### config.mk
export PLATFORM = sky130hd
export DESIGN_NAME = branch_predictor
export DESIGN_NICKNAME = d
export VERILOG_FILES = /design/src/rtl/branch_predictor_pkg.sv /design/src/rtl/branch_predictor_sat_counter2.sv /design/src/rtl/branch_predictor.sv
export SDC_FILE = /design/constraint.sdc
export NUM_CORES = 2
export LEC_CHECK = 0
export ABC_AREA = 1
export CAP_MARGIN = 20
export CELL_PAD_IN_SITES_DETAIL_PLACEMENT = 0
export CELL_PAD_IN_SITES_GLOBAL_PLACEMENT = 1
export CORE_MARGIN = 8
export CORE_UTILIZATION = 30
export CTS_CLUSTER_DIAMETER = 200
export DETAILED_ROUTE_END_ITERATION = 7
export DONT_BUFFER_PORTS = 1
export PLACE_DENSITY_LB_ADDON = 0.1
export RECOVER_POWER = 25
export SYNTH_ARGS = -nofsm -noshare
export SYNTH_HDL_FRONTEND = slang
export SYNTH_SLANG_ARGS = --single-unit
### constraint.sdc
create_clock -name CLK -period 8.4 [get_ports CLK]
set_clock_uncertainty 0.05 [all_clocks]
set_input_delay 1.26 -clock CLK [delete_from_list [all_inputs] [get_ports CLK]]
set_output_delay 1.26 -clock CLK [all_outputs]
set_load 0.005 [all_outputs]
### src/rtl/branch_predictor_pkg.sv
// Shared types for the fetch-stage branch predictor.
//
// Purpose:
//   Holds the data word type, the 2-bit branch counter states, the BTB entry
//   layout and the prediction verdict values that the hazard unit returns.
//   Modules that need these types import branch_predictor_pkg::*.
//
// Contents:
//   word_t      - 32-bit instruction address / data word
//   bpcnt_t     - 2-bit saturating branch counter states
//   btb_entry_t - one BTB line for the default 16-entry table
//   pred_t      - verdict on a resolved branch's earlier prediction
package branch_predictor_pkg;

    typedef logic [31:0] word_t;

    // Default table size: 16 entries, indexed by pc[5:2].
    localparam int BP_IDX_BITS = 4;

    // The encoding matters. The MSB is the taken/not-taken prediction.
    typedef enum logic [1:0] {
        STRONG_NT = 2'b00,
        WEAK_NT   = 2'b01,
        WEAK_T    = 2'b10,
        STRONG_T  = 2'b11
    } bpcnt_t;

    typedef struct packed {
        logic                    valid;
        logic [29-BP_IDX_BITS:0] tag;
        word_t                   target;
        bpcnt_t                  cnt;
    } btb_entry_t;

    typedef enum logic [1:0] {
        PRED_NONE  = 2'b00,
        PRED_RIGHT = 2'b01,
        PRED_WRONG = 2'b10
    } pred_t;

endpackage

### src/rtl/branch_predictor_sat_counter2.sv
// sat_counter2: next-state logic for one 2-bit saturating branch counter.
//
// Purpose:
//   The counter state lives in the BTB, so this block is purely
//   combinational. A taken outcome moves the state one step towards STRONG_T.
//   A not-taken outcome moves it one step towards STRONG_NT. Both ends hold.
//
// Ports:
//   cnt_i   - current counter state
//   taken_i - resolved branch outcome
//   cnt_o   - counter state after this outcome
module sat_counter2
    import branch_predictor_pkg::*;
(
    input  bpcnt_t cnt_i,
    input  logic   taken_i,
    output bpcnt_t cnt_o
);

    always_comb begin
        cnt_o = cnt_i;
        unique case (cnt_i)
            STRONG_NT: cnt_o = taken_i ? WEAK_NT  : STRONG_NT;
            WEAK_NT:   cnt_o = taken_i ? WEAK_T   : STRONG_NT;
            WEAK_T:    cnt_o = taken_i ? STRONG_T : WEAK_NT;
            STRONG_T:  cnt_o = taken_i ? STRONG_T : WEAK_T;
            default:   cnt_o = WEAK_NT;
        endcase
    end

endmodule

### src/rtl/branch_predictor.sv
// branch_predictor: direct-mapped BTB with one 2-bit counter per entry.
//
// Purpose:
//   This module predicts the fetch PC combinationally in the same cycle.
//   Resolved branches from execute train the table on the clock edge. The
//   module also counts resolved branches and mispredictions. It has no
//   write-to-read bypass. A fetch that hits the index being updated sees
//   the state from before the edge.
//
// Ports:
//   CLK, nRST       - clock (rising edge); asynchronous active-low reset
//   fetch_pc        - PC being fetched this cycle
//   pred_taken      - predict taken (BTB hit and counter MSB set)
//   pred_target     - predicted next PC; fetch_pc+4 when not predicting taken
//   upd_en          - a resolved conditional branch is present this cycle
//   upd_pc          - PC of the resolved branch
//   upd_taken       - actual outcome of the resolved branch
//   upd_target      - actual taken target of the resolved branch
//   br_pred_result  - hazard unit verdict on the earlier prediction
//   branch_cnt      - resolved branches since reset (wraps)
//   mispred_cnt     - PRED_WRONG verdicts since reset (wraps)
module branch_predictor
    import branch_predictor_pkg::*;
#(
    parameter int IDX_BITS  = BP_IDX_BITS,
    parameter int CNT_WIDTH = 32
) (
    input  logic                 CLK,
    input  logic                 nRST,
    input  word_t                fetch_pc,
    output logic                 pred_taken,
    output word_t                pred_target,
    input  logic                 upd_en,
    input  word_t                upd_pc,
    input  logic                 upd_taken,
    input  word_t                upd_target,
    input  pred_t                br_pred_result,
    output logic [CNT_WIDTH-1:0] branch_cnt,
    output logic [CNT_WIDTH-1:0] mispred_cnt
);

    localparam int ENTRIES = 1 << IDX_BITS;
    localparam int TAG_W   = 30 - IDX_BITS;

    // Same layout as btb_entry_t, with the tag sized by this instance's IDX_BITS.
    typedef struct packed {
        logic             valid;
        logic [TAG_W-1:0] tag;
        word_t            target;
        bpcnt_t           cnt;
    } entry_t;

    entry_t btb_q [ENTRIES];

    logic [IDX_BITS-1:0] fetchIdx;
    logic [TAG_W-1:0]    fetchTag;
    entry_t              fetchEntry;
    logic                fetchHit;

    logic [IDX_BITS-1:0] updIdx;
    logic [TAG_W-1:0]    updTag;
    entry_t              updEntry;
    logic                updHit;
    bpcnt_t              updCntNext;
    entry_t              updEntry_d;
    logic                updWrite;

    logic [CNT_WIDTH-1:0] branchCnt_q, branchCnt_d;
    logic [CNT_WIDTH-1:0] mispredCnt_q, mispredCnt_d;

    // The low PC bits of the update port are never used for index or tag.
    logic unusedUpdPcLow;
    assign unusedUpdPcLow = ^upd_pc[1:0];

    // Fetch-side lookup. The result depends only on registered table state,
    // so a same-cycle update to this index is not visible yet.
    always_comb begin
        fetchIdx    = fetch_pc[IDX_BITS+1:2];
        fetchTag    = fetch_pc[31:IDX_BITS+2];
        fetchEntry  = btb_q[fetchIdx];
        fetchHit    = fetchEntry.valid && (fetchEntry.tag == fetchTag);
        pred_taken  = fetchHit && fetchEntry.cnt[1];
        pred_target = pred_taken ? fetchEntry.target : (fetch_pc + 32'd4);
    end

    assign updIdx   = upd_pc[IDX_BITS+1:2];
    assign updTag   = upd_pc[31:IDX_BITS+2];
    assign updEntry = btb_q[updIdx];
    assign updHit   = updEntry.valid && (updEntry.tag == updTag);

    sat_counter2 u_sat_counter2 (
        .cnt_i   (updEntry.cnt),
        .taken_i (upd_taken),
        .cnt_o   (updCntNext)
    );

    // Update-side entry construction. A hit trains the counter in place.
    // A taken miss overwrites the line whether or not it was valid.
    // A not-taken miss leaves the table untouched.
    always_comb begin
        updEntry_d = updEntry;
        updWrite   = 1'b0;
        if (upd_en) begin
            if (updHit) begin
                updWrite       = 1'b1;
                updEntry_d.cnt = updCntNext;
                if (upd_taken) begin
                    updEntry_d.target = upd_target;
                end
            end else if (upd_taken) begin
                updWrite          = 1'b1;
                updEntry_d.valid  = 1'b1;
                updEntry_d.tag    = updTag;
                updEntry_d.target = upd_target;
                updEntry_d.cnt    = WEAK_T;
            end
        end
    end

    always_ff @(posedge CLK or negedge nRST) begin
        if (!nRST) begin
            for (int i = 0; i < ENTRIES; i++) begin
                btb_q[i].valid  <= 1'b0;
                btb_q[i].tag    <= '0;
                btb_q[i].target <= '0;
                btb_q[i].cnt    <= WEAK_NT;
            end
        end else if (updWrite) begin
            btb_q[updIdx] <= updEntry_d;
        end
    end

    // The statistics counters wrap freely. A PRED_NONE verdict still counts
    // as a branch.
    always_comb begin
        branchCnt_d  = branchCnt_q;
        mispredCnt_d = mispredCnt_q;
        if (upd_en) begin
            branchCnt_d = branchCnt_q + 1'b1;
            if (br_pred_result == PRED_WRONG) begin
                mispredCnt_d = mispredCnt_q + 1'b1;
            end
        end
    end

    always_ff @(posedge CLK or negedge nRST) begin
        if (!nRST) begin
            branchCnt_q  <= '0;
            mispredCnt_q <= '0;
        end else begin
            branchCnt_q  <= branchCnt_d;
            mispredCnt_q <= mispredCnt_d;
        end
    end

    assign branch_cnt  = branchCnt_q;
    assign mispred_cnt = mispredCnt_q;

endmodule

==> flow_metrics.tcl <==
set metrics [dict create \
    synth.avg_cell_area_um2 7.08 \
    synthesis.nets 8470 \
    vias_per_cell 5.24 \
    slowest_delay_ns 0.64 \
    grtUsageTotal_pct 25.9 \
    worstPathRequired_ns 7.09 \
    outcome "complete, but fails checks" \
    layout.nets 8146 \
    cts_made_buffers 140 \
    drv_slew 127 \
    core_mm2 0.197 \
    detail-route-antenna-nets 0 \
    postCtsSetupBuffers 0 \
    cp.arrival_ns 5.27 \
    failed_checks "capacitance limit, slew limit" \
    ios 199 \
    place_area_mm2 0.0613 \
    grt_pass1_wl_um 405000 \
    drc 0 \
    setup_slack_ns 1.82 \
    initial_utilization_pct 30.1 \
    design_area_mm2 0.0660 \
    grt_pass1_vias 54443 \
    cts_root_buf "clkbuf_16" \
    die_y_um 460 \
    powerDensity_mw_per_mm2 219 \
    routed_wl_um 282000 \
    tns_ns 0 \
    cp-end-kind "primary output" \
    crit_slowest_cell "buf_4" \
    ys_types 46 \
    post_cts_resized 0 \
    rsz0062_at_grt "no" \
    syn_area_mm2 0.0592 \
    cts-hold-fix-buffers 0 \
    grt.overflow.total 0 \
    grt_max_degree 466 \
    fin_crit_ns 6.58 \
    drt_iter0_drc 5279 \
    ir_drop_mv 0.231 \
    hpwl_um 156000 \
    antenna_found_initial 10 \
    leakagePower_uw 0.0308 \
    gp_congestion 0.849 \
    multi_input_area_mm2 0.0287 \
    drt_pass1_iterations 6 \
    crit_type "primary input to primary output" \
    worstMarginPinSlew_ns 3.89 \
    reg2reg_from "btb_q[669]" \
    relSlewSlack_pct -159 \
    period_share_pct 78.4 \
    avgRoutedWirePerCell_um 26.1 \
    rows 163 \
    synthCells 8365 \
    critPathMaxFanout 79 \
    clk_pin_slew_ns 0.06 \
    htree_levels 4 \
    dp_worst_setup_slack_ns 1.84 \
    dieArea_mm2 0.212 \
    syn2layout_area_growth_pct 11.5 \
    seq_area_frac_synth_pct 44.0 \
    portBuffers 0 \
    cts_sinks 1040 \
    fill_cells 21205 \
    cts_tree "done" \
    fmax_mhz 152 \
    maxCapViolations 1 \
    ys_ff_latch 1040 \
    cp-startpoint "fetch_pc[4]" \
    ys_warn_count 0 \
    setup_viol 0 \
    clk-insertion-delay-late_ns 0.83 \
    hold_class "primary input to asynchronous set/reset pin" \
    final-seq-area_mm2 0.0260 \
    path_cells "clkinv_2 -> buf_4 -> o211ai_1 -> nand3_1 -> nand2_1 -> nor2_1 -> nor2_1 -> nand2_1 -> nor2_1 -> nand3_1 -> nor2_4 -> buf_4 -> nor2_1 -> nor2_1" \
    cts_buffer_depth 3 \
    drive_gt1_share_pct 5.86 \
    cpMostUsedCell "nor2_1" \
    hold_viol 0 \
    fp.dieW_um 460 \
    dr_total_vias 56573 \
    start_kind "primary input" \
]
-- power breakdown --
part	total (uW)	switching [uW]	internal, uW
clock network	6140	2550	3590
logic	2220	1480	738
registers	6100	462	5640
total	14500	4490	9960
-- critical path: cells and delay by family --
family / cells / cell delay, ns
buf+inv: 3 / 1.56
simple gates: 10 / 2.06
compound gates: 1 / 0.24
-- routing by layer --
| layer | vias up | global-route usage [%] | share of wire [%] | wire, um |
|---|---|---|---|---|
| li1 | 26632 | - | - | - |
| met1 | 27706 | 34.6 | 44 | 124000 |
| met2 | 1803 | 42.5 | 46 | 131000 |
| met3 | 426 | 3.70 | 5.4 | 15300 |
| met4 | 6 | 9.89 | 4.2 | 11700 |
| met5 | - | 0 | 0.013 | 36 |
-- cells in the mapped netlist, drive strengths merged --
cell type  instances  area [um^2]
a21oi            269         1350
xor2              74          648
nor3              30          155
ha                 3         37.5
o22ai             41          257
clkbuf           350         1310
nor2             406         1590
clkinv             6         22.5
o21bai             7         52.6
nor4              13         87.6
dfstp             16          420
nand4             22          138
a21boi            16          255
o31ai              2         15.0
nor3b              1         7.51
a221o              3         30.0
buf              285         1770
dfrtp           1024        25600
nand2           3317        12500
a21o               5         37.5
inv              416         1560
a22o               3         26.3
nand3            383         1980
nand3b             4         30.0
o221ai             1         8.76
o21ai           1289         6450
xnor2             19          166
o211ai           218         1640
or2                2         12.5
a221oi             7         61.3
or3                1         6.26
a31oi              2         12.5
a22oi            130          976
-- area by class of cell --
cell class                      instances  share of cell area, %
Inverter                              422                   2.46
Antenna cell                            9                 0.0341
Timing Repair Buffer                  169                   2.57
Multi-Input combinational cell       6268                   43.5
Sequential cell                      1040                   39.5
Clock buffer                          207                   6.23
Clock inverter                         48                  0.766
Tap cell                             2640                   5.00
-- logic make-up (layout without fill, tap and decap cells) --
logic type                 after synthesis  in the layout  synth area share (%)
other                                    0              9                     0
DFF                                   1040           1040                  44.0
AOI/OAI and AO/OA                     1993           1993                  18.9
and+or+nand+nor                       4179           4179                  27.8
adders and majority gates                3              3                0.0634
buffers and inverters                 1057            846                  7.88
xor gates and xnor gates                93             93                  1.38
-- final timing paths --
kind | end | slack, ns | cells past startpoint
worst max-delay path | pred_target[6] | 1.82 | 14
worst min-delay path | btb_q[837] | 0.11 | 0
worst max register to register | btb_q[292] | 4.07 | 20
worst min register to register | btb_q[427] | 0.42 | 2
max in group asynchronous | btb_q[736] | 3.55 | 3
min in group CLK | btb_q[427] | 0.42 | 2
-- metrics by stage --
step           instances  power (uW)  util, %  hold WS (ns)
3_5_place_dp       10532        8400     31.2         0.409
4_1_cts            10787       14600     33.5        0.0380
2_1_floorplan       8365        7620        -         0.384
5_1_grt            10797       15200     33.5        0.0608
6_report           10803       14500     33.5         0.109
3_3_place_gp       10517        8360     31.1         0.399
-- layout by cell type (no fill, tap or decap), types with 13 or more instances in the layout --
master and count:
nand4_1 22, a21oi_1 269, o211ai_1 218, inv_1 409
dfrtp_1 1024, o21ai_1 153, clkinv_2 30, nor3_1 30
nand3_1 366, xnor2_1 19, nand3_4 17, clkbuf_1 36
a22oi_1 130, nor2_2 13, xor2_1 74, buf_4 136
nor2_1 385, buf_12 24, o22ai_1 41, a21boi_4 16
clkbuf_8 27, dfstp_2 16, o21ai_0 1135, nand2_1 3312
clkbuf_16 144
-- registers in the layout, indices dropped and copies added, names as in the netlist --
name         flops
mispred_cnt     32
btb_q          976
branch_cnt      32
Note: power is estimated with default switching activity, not from simulation.
